**src/rtl/mm_pkg.sv**
```systemverilog
// Shared types and default widths for the matrix-multiply memory path.
// Used by the row fetcher and the memory slave.
package mm_pkg;

    localparam int DATA_WIDTH = 256;
    localparam int ADDR_WIDTH = 16;
    localparam int CNT_WIDTH  = 8;
    localparam int FIFO_DEPTH = 4;

    typedef enum logic [1:0] {
        IDLE,
        WAIT,
        REQ,
        GAP
    } fetch_state_t;

endpackage

```
**src/rtl/mm_sync_fifo.sv**
```systemverilog
// Single-clock FIFO with full/empty/count flags.
// Head entry is read straight from the storage registers.
module mm_sync_fifo #(
    parameter int WIDTH = 257,
    parameter int DEPTH = 4
) (
    input  logic                     clk,
    input  logic                     reset,
    input  logic                     push,
    input  logic [WIDTH-1:0]         wdata,
    input  logic                     pop,
    output logic [WIDTH-1:0]         rdata,
    output logic                     full,
    output logic                     empty,
    output logic [$clog2(DEPTH):0]   count
);

    localparam int AW = $clog2(DEPTH);
    localparam logic [AW-1:0] PTR_ONE = 1;
    localparam logic [AW:0]   CNT_ONE = 1;
    localparam logic [AW:0]   CNT_MAX = DEPTH[AW:0];

    logic [WIDTH-1:0] mem [DEPTH];
    logic [AW-1:0]    wptr;
    logic [AW-1:0]    rptr;
    logic [AW:0]      cnt;
    logic             do_push;
    logic             do_pop;

    assign full    = (cnt == CNT_MAX);
    assign empty   = (cnt == '0);
    assign count   = cnt;
    assign rdata   = mem[rptr];
    assign do_pop  = pop && !empty;
    // A full FIFO may still accept a word when the head leaves in the same cycle.
    assign do_push = push && (!full || do_pop);

    always_ff @(posedge clk) begin
        if (do_push) begin
            mem[wptr] <= wdata;
        end
    end

    always_ff @(posedge clk or posedge reset) begin
        if (reset) begin
            wptr <= '0;
            rptr <= '0;
            cnt  <= '0;
        end else begin
            if (do_push) begin
                wptr <= wptr + PTR_ONE;
            end
            if (do_pop) begin
                rptr <= rptr + PTR_ONE;
            end
            if (do_push && !do_pop) begin
                cnt <= cnt + CNT_ONE;
            end else if (do_pop && !do_push) begin
                cnt <= cnt - CNT_ONE;
            end
        end
    end

endmodule

```
**src/rtl/mem_row_fetcher.sv**
```systemverilog
// Read-only memory master: fetches a strided run of words for one command
// and streams them out through a small buffer with a last-word tag.
module mem_row_fetcher #(
    parameter int DATA_WIDTH = mm_pkg::DATA_WIDTH,
    parameter int ADDR_WIDTH = mm_pkg::ADDR_WIDTH,
    parameter int CNT_WIDTH  = mm_pkg::CNT_WIDTH,
    parameter int FIFO_DEPTH = mm_pkg::FIFO_DEPTH
) (
    input  logic                  clk,
    input  logic                  reset,
    input  logic                  cmd_valid,
    output logic                  cmd_ready,
    input  logic [ADDR_WIDTH-1:0] cmd_base,
    input  logic [ADDR_WIDTH-1:0] cmd_stride,
    input  logic [CNT_WIDTH-1:0]  cmd_count,
    output logic                  mem_req,
    input  logic                  mem_ack,
    output logic                  mem_w_en,
    output logic [ADDR_WIDTH-1:0] mem_addr,
    input  logic [DATA_WIDTH-1:0] mem_data,
    output logic                  out_valid,
    input  logic                  out_ready,
    output logic [DATA_WIDTH-1:0] out_data,
    output logic                  out_last,
    output logic                  done,
    output logic                  protocol_err
);

    import mm_pkg::*;

    localparam int CW = $clog2(FIFO_DEPTH) + 1;
    localparam logic [CW-1:0]        CNT_FULL = FIFO_DEPTH[CW-1:0];
    localparam logic [CNT_WIDTH-1:0] REM_ONE  = 1;

    fetch_state_t          state;
    fetch_state_t          state_nx;
    logic [ADDR_WIDTH-1:0] addr;
    logic [ADDR_WIDTH-1:0] stride;
    logic [CNT_WIDTH-1:0]  remaining;
    logic                  done_q;
    logic                  perr_q;

    logic                  accept;
    logic                  ack_ok;
    logic                  last_word;
    logic                  has_space;

    logic                  fifo_push;
    logic                  fifo_pop;
    logic [DATA_WIDTH:0]   fifo_wdata;
    logic [DATA_WIDTH:0]   fifo_rdata;
    logic                  fifo_full;
    logic                  fifo_empty;
    logic [CW-1:0]         fifo_cnt;

    assign cmd_ready    = (state == IDLE);
    assign mem_req      = (state == REQ);
    assign mem_w_en     = 1'b0;
    assign mem_addr     = addr;
    assign done         = done_q;
    assign protocol_err = perr_q;

    assign accept    = cmd_valid && cmd_ready;
    assign ack_ok    = mem_ack && mem_req;
    assign last_word = (remaining == REM_ONE);
    // Only this block fills the buffer, so space seen before a request
    // is still there when its ack returns.
    assign has_space = (fifo_cnt != CNT_FULL);

    always_ff @(posedge clk or posedge reset) begin
        if (reset) begin
            state <= IDLE;
        end else begin
            state <= state_nx;
        end
    end

    always_comb begin
        state_nx = state;
        unique case (state)
            IDLE: begin
                if (accept && cmd_count != '0) begin
                    state_nx = has_space ? REQ : WAIT;
                end
            end
            WAIT: begin
                if (has_space) begin
                    state_nx = REQ;
                end
            end
            REQ: begin
                if (mem_ack) begin
                    state_nx = last_word ? IDLE : GAP;
                end
            end
            GAP: begin
                state_nx = has_space ? REQ : WAIT;
            end
            default: state_nx = IDLE;
        endcase
    end

    always_ff @(posedge clk or posedge reset) begin
        if (reset) begin
            addr      <= '0;
            stride    <= '0;
            remaining <= '0;
            done_q    <= 1'b0;
            perr_q    <= 1'b0;
        end else begin
            done_q <= (accept && cmd_count == '0) || (ack_ok && last_word);
            if (mem_ack && !mem_req) begin
                perr_q <= 1'b1;
            end
            if (accept) begin
                addr      <= cmd_base;
                stride    <= cmd_stride;
                remaining <= cmd_count;
            end else if (ack_ok) begin
                remaining <= remaining - REM_ONE;
                if (!last_word) begin
                    addr <= addr + stride;
                end
            end
        end
    end

    assign fifo_push  = ack_ok && !fifo_full;
    assign fifo_pop   = out_valid && out_ready;
    assign fifo_wdata = {last_word, mem_data};

    mm_sync_fifo #(
        .WIDTH (DATA_WIDTH + 1),
        .DEPTH (FIFO_DEPTH)
    ) u_fifo (
        .clk   (clk),
        .reset (reset),
        .push  (fifo_push),
        .wdata (fifo_wdata),
        .pop   (fifo_pop),
        .rdata (fifo_rdata),
        .full  (fifo_full),
        .empty (fifo_empty),
        .count (fifo_cnt)
    );

    assign out_valid = !fifo_empty;
    assign out_data  = fifo_empty ? '0 : fifo_rdata[DATA_WIDTH-1:0];
    assign out_last  = !fifo_empty && fifo_rdata[DATA_WIDTH];

endmodule

```
**config.mk**
```make
export PLATFORM = sky130hd
export DESIGN_NAME = mem_row_fetcher
export DESIGN_NICKNAME = d
export VERILOG_FILES = /design/src/rtl/mm_pkg.sv /design/src/rtl/mm_sync_fifo.sv /design/src/rtl/mem_row_fetcher.sv
export SDC_FILE = /design/constraint.sdc
export NUM_CORES = 1
export LEC_CHECK = 0
export ABC_CLOCK_PERIOD_IN_PS = 13600
export CAP_MARGIN = 20
export CELL_PAD_IN_SITES_DETAIL_PLACEMENT = 0
export CELL_PAD_IN_SITES_GLOBAL_PLACEMENT = 1
export CORE_AREA = 2 2 359 361
export CTS_CLUSTER_DIAMETER = 40
export CTS_CLUSTER_SIZE = 16
export DETAILED_ROUTE_END_ITERATION = 7
export DIE_AREA = 0 0 361 363
export PLACE_DENSITY = 0.62
export RECOVER_POWER = 100
export SETUP_SLACK_MARGIN = 0.4
export SLEW_MARGIN = 20
export SYNTH_ARGS = -nofsm -noshare
export SYNTH_HDL_FRONTEND = slang
export SYNTH_SLANG_ARGS = --single-unit
export TNS_END_PERCENT = 1
```
**constraint.sdc**
```tcl
create_clock -name clk -period 13.6 [get_ports clk]
set_clock_uncertainty 0.1 [all_clocks]
set_input_delay 2.72 -clock clk [delete_from_list [all_inputs] [get_ports clk]]
set_output_delay 2.72 -clock clk [all_outputs]
set_load 0.05 [all_outputs]
```
-- Yosys cells after proc, flatten, opt, wreduce, memory -nomap -nowiden
Memory sizes are Yosys's and may differ from the RTL's.
Index checks and enable logic that the tools add are counted.
- output and inout port bits: 279
- flip-flop bits (word level): 51
- memories kept: 1
- word-level logic and storage cells: 70
- memory bits (writable): 1028
- input bits: 301
- reductions and logical operators: 28
- add/subtract/negate cells: 6
- muxes and demuxes: 16
- equal/unequal tests: 10
- memories (memory ; depth ; width ; rd ports ; clocked after memory_dff ; write ports ; line ; RTL):
    u_fifo.mem ; 4 ; 257 ; 1 ; 0 ; 1 ; mm_sync_fifo.sv:23 ; logic [WIDTH-1:0] mem [DEPTH];
- operators with widths (operator ; number):
    $mux W256 ; 1
    $mux W16 ; 3
    $add A16 B16 Y16 ; 1
    $mux W8 ; 2
    $logic_and A1 B1 Y1 ; 13
    $mux W2 ; 5
    $eq A8 B1 Y1 const B ; 1
    $logic_not A8 Y1 ; 1
    $pmux W2 S4 ; 1
    $reduce_bool A8 Y1 ; 1
    $sub A8 B1 Y8 const B ; 1
    $mux W3 ; 2
    $logic_not A1 Y1 ; 5
    $add A2 B1 Y2 const B ; 2
    $eq A2 B2 Y1 const B ; 2
    $ne A2 B1 Y1 const B ; 2
    $ne A2 B2 Y1 const B ; 2
    $reduce_bool A2 Y1 ; 2
    $add A3 B1 Y3 const B ; 1
    $eq A3 B3 Y1 const B ; 1
    $logic_not A3 Y1 ; 1
    $ne A3 B3 Y1 const B ; 1
    $reduce_and A3 Y1 ; 1
    $sub A3 B1 Y3 const B ; 1
    other kinds (5) ; 7

-- Depth between registers and ports, before layout
- depth in word-level cells: 10
- depth in mapped cells: 11
- depth with buffers taken out: 10

-- Hierarchy
A second synthesis with hierarchy kept.
- cell total of the unflattened synthesis: 1993
- area total of the unflattened synthesis: 41957.7 µm²
- modules (own cells, without submodules) (module ; area an instance (µm²) ; instances ; cells each ; seq. area each (µm²)):
    mm_sync_fifo ; 37524.7 ; 1 ; 1379 ; 31044.8
    mem_row_fetcher ; 4433.0 ; 1 ; 614 ; 1101.1

-- Least setup slack after synthesis
No wires, ideal clock.
- path type: input port to flip-flop
- start point: input mem_ack
- end point: memory u_fifo.mem[0][0], enable pin
- path buffers: 0
- setup time: 651 ps
- slack: 3772 ps
- required time: 12849 ps
- stages: 3
- data arrival time: 9078 ps
- cells stage by stage: nand2_1 -> nor2_1 -> and2_1
- word-level cells in the longest chain between the ends: 5
- ends and longest elaborated chain (what ; line ; RTL):
    from (decl) ; mem_row_fetcher.sv:17 ; input logic mem_ack,
    $logic_and A1 B1 Y1 ; mem_row_fetcher.sv:64 ; assign ack_ok = mem_ack && mem_req;
    $logic_and A1 B1 Y1 ; mem_row_fetcher.sv:128 ; assign fifo_push = ack_ok && !fifo_full;
    $logic_and A1 B1 Y1 ; mm_sync_fifo.sv:36 ; assign do_push = push && (!full || do_pop);
    named net u_fifo.do_push ; mm_sync_fifo.sv:27 ; logic do_push;
    $mux W1 ; mm_sync_fifo.sv:39 ; if (do_push) begin
    $mux W1 (implied by the code) ; mm_sync_fifo.sv:40 ; mem[wptr] <= wdata;
    to (decl) ; mm_sync_fifo.sv:23 ;
The timed path passes the listed nets, and every way through them passes these cells.

-- Final worst setup path
- start point: input mem_ack
- end point: memory u_fifo.mem[0][131], enable pin
The elaborated chain is that of the path after synthesis.

==> reports/qor.yml <==
status:
  status: "complete, but fails checks"
  violations: "capacitance limit, slew limit"
worst_setup_path:
  r2r_cells: 7
  cp_max_fo: 62
  timing.critical_path.mode_cell: "buf_4"
  worst-path-stages: 6
  cp_slowest_cell: "and2_0"
  crit_family: "simple AND/OR/NAND/NOR gates"
  worstPathCellList: "dlygate4sd3_1 > nand2_1 > nor2_1 > and2_0 > buf_4 > buf_4"
  arrival_ps: 8850
  r2r-start: "state[0]"
  rrSetupSlack_ps: 6670
  worst-setup-path-type: "in -> reg"
  endpoint_kind: "flop"
  slowest_delay_ps: 2670
  startpoint_type: "input port"
  crit_buf_inv: 3
  regToRegEndpoint: "u_fifo.mem[0][131]"
  cp.required_ps: 13860
die:
  core_area_sq_um: 127000
  dieHeight_um: 363
  io_pins: 580
  initial_core_util: 0.3289
  std_cell_rows: 131
  fp.dieW_um: 361
  dieArea_sq_um: 131000
drt:
  ant_nets: 0
  dr.first_iter.drc_count: 1598
  drc_errors: 0
  wire_per_inst_um: 22.30
  drt-pass1-iter-count: 6
  viasPerCell: 4.781
  vias: 21390
  postRouteWirelength_um: 99750
yosys:
  synth.most_common_cell: "edfxtp_1"
  synth_top_area_share: 0.7389
  syn_nets: 2330
  synth.avg_cell_area_sq_um: 20.87
  netlist_top_cells_area: "edfxtp_1 74%, mux4_2 14%, and2_1 3.9%"
  ys_top_cells_by_count: "1,028 x edfxtp_1, 262 x and2_1, 257 x mux4_2"
  ys.flop_type: "edfxtp_1"
  synth.yosys.warnings: 0
  yosysTopAreaCell: "edfxtp_1"
  async_flop_share: 0.04727
  seq_area_frac_synth: 0.7695
  synth_cell_types: 45
  synth-seq-cells: 1079
  synthCells: 2002
  netlist_area_sq_um: 41780
  synth_enable_flop_cells: 1028
layout:
  multi_input_area_sq_um: 9129
  drive_gt1_frac: 0.1913
  nets: 2985
  area_growth_pct: 31.55
  layout.area.seq_sq_um: 32150
  stdcell_count: 4473
  nFillCells: 11010
  stdcell_area_sq_um: 54960
hold_path:
  hold-path-endpoint: "stride[0]"
  min_from: "stride[0]"
  min_path_type: "reg -> reg"
  holdPathStages: 2
pwr:
  power.density_nw_per_um2: 259.8
  total_power_mw: 14.28
  p_sw_mw: 5.514
  ir_worst_vdd_mv: 0.1705
  swShare: 0.3861
  power.share.sequential: 0.301
  comb_power_share: 0.411
  clockPowerShare: 0.288
  power_leakage_nw: 18.25
  p_int_mw: 8.766
clocking:
  clockBufferDepth: 3
  clk_latency_ps: 760
  clock-root-buffer: "clkbuf_16"
  htreeDepth: 4
  post_cts_buffers: 0
  hold_buffers: 0
  cts_resized: 0
  cts_buffers: 151
  clock-sinks: 1079
  cts_tree: "yes"
  clk_pin_slew_ps: 50
global_routing:
  globalRouteOverflowTotal: 0
  grt_pass1_wl_um: 146200
  grt_pass1_vias: 22640
  grt_max_degree: 150
  antenna_found_initial: 71
  groute.usage.overall: 0.1506
placement:
  io_buffers: 578
  place_inst: 4164
  dpl.hpwl_um: 60090
  post_dp_cell_area_sq_um: 49500
  place_congestion: 0.8142
sta:
  worstMarginPinSlew_ps: 4457
  rsz0062_at_grt: "false"
  tns_ps: 0
  finalCriticalPeriod_ps: 8595
  hold_violations: 0
  maxSlewViolCount: 473
  finalCritPeriodShare: 0.6320
  finalSetupViolations: 0
  relSlewSlack: -1.971
  clock.fmax_ghz: 0.1163
job:
  drv_cap: 11
registers in the layout, summed over array words and instances (netlist names):
register and count:
u_fifo.mem 1028, mem_addr 16, stride 16, remaining 8
u_fifo.count 3, state 2, u_fifo.rptr 2, u_fifo.wptr 2
done 1, protocol_err 1
routing by layer:
metal	part of all wire	global-route usage
met1	0.40	0.1831
met2	0.48	0.2426
met3	0.095	0.06586
met4	0.023	0.04488
met5	0.0026	0
worst max-delay path by stage:
stage	start	endpoint
after floorplan	mem_ack	u_fifo.mem[0][0]
after global placement	mem_ack	u_fifo.mem[0][124]
after detailed placement	mem_ack	u_fifo.mem[0][124]
after CTS	u_fifo.rptr[0]	out_data[103]
after global routing	mem_ack	u_fifo.mem[0][116]
final	mem_ack	u_fifo.mem[0][131]
final cells by class:
type	count	area share
multi-input cells	807	0.1661
repair buffers	603	0.1104
inverters	15	0.001024
clock buffers	172	0.07055
well taps	1662	0.03784
clock inverters	110	0.02787
flip-flops and latches	1079	0.5850
diodes	25	0.001138
cell families (layout without fill, tap and decap cells):
logic type,Yosys count,count (layout),share of synthesized area
and+or+nand+nor,417,417,0.05508
AOI/OAI and AO/OA,78,78,0.01090
muxes,259,259,0.1391
buffers and inverters,116,900,0.01174
adders and majority gates,27,27,0.008446
other,1,26,0.00008976
DFF,1079,1079,0.7695
xor gates and xnor gates,25,25,0.005241
worst reg2reg max path, stage by stage (launching register included):
cell     delay, ps
dfrtp_1        400
inv_1          100
ha_1           350
nand2_1        270
nor2_1         440
and2_0        2670
buf_4         1080
buf_4         1020
layout by cell type, fill, tap and decap left out, types with 6 or more instances in the layout:
cell	count
xnor2_1	16
edfxtp_1	1028
clkinv_4	10
a21oi_1	28
dlygate4sd3_1	536
buf_4	10
clkdlybuf4s50_1	42
mux4_2	257
clkinv_1	11
inv_6	20
inv_1	14
dfrtp_1	49
nand2_1	95
nor4_1	6
nor2_1	27
xor2_1	9
o21ai_0	22
diode_2	25
nand3_1	13
clkinv_2	17
and2_1	257
clkinvlp_4	14
clkinv_8	8
clkbuf_1	26
bufinv_16	27
a31oi_1	8
clkbuf_16	151
ha_1	25
power groups by stage:
stage | combinational [mW] | clock (mW) | sequential, mW
6_report | 5.88 | 4.11 | 4.30
5_1_grt | 6.22 | 4.36 | 4.34
4_1_cts | 6.23 | 4.21 | 4.30
3_5_place_dp | 6.21 | 0 | 4.36
3_3_place_gp | 6.19 | 0 | 4.34
2_1_floorplan | 4.12 | 0 | 4.44
metrics by stage:
stage                     setup slack [ps]  hold WS, ps  utilization
after floorplan                       3772        347.1            -
after global placement                6440        365.6       0.3895
after detailed placement              6362        370.3       0.3897
after CTS                             5802        382.5       0.4322
after global routing                  4435        413.1       0.4324
final                                 5005        380.3       0.4327
No activity file was read; power rests on OpenSTA's default activity.
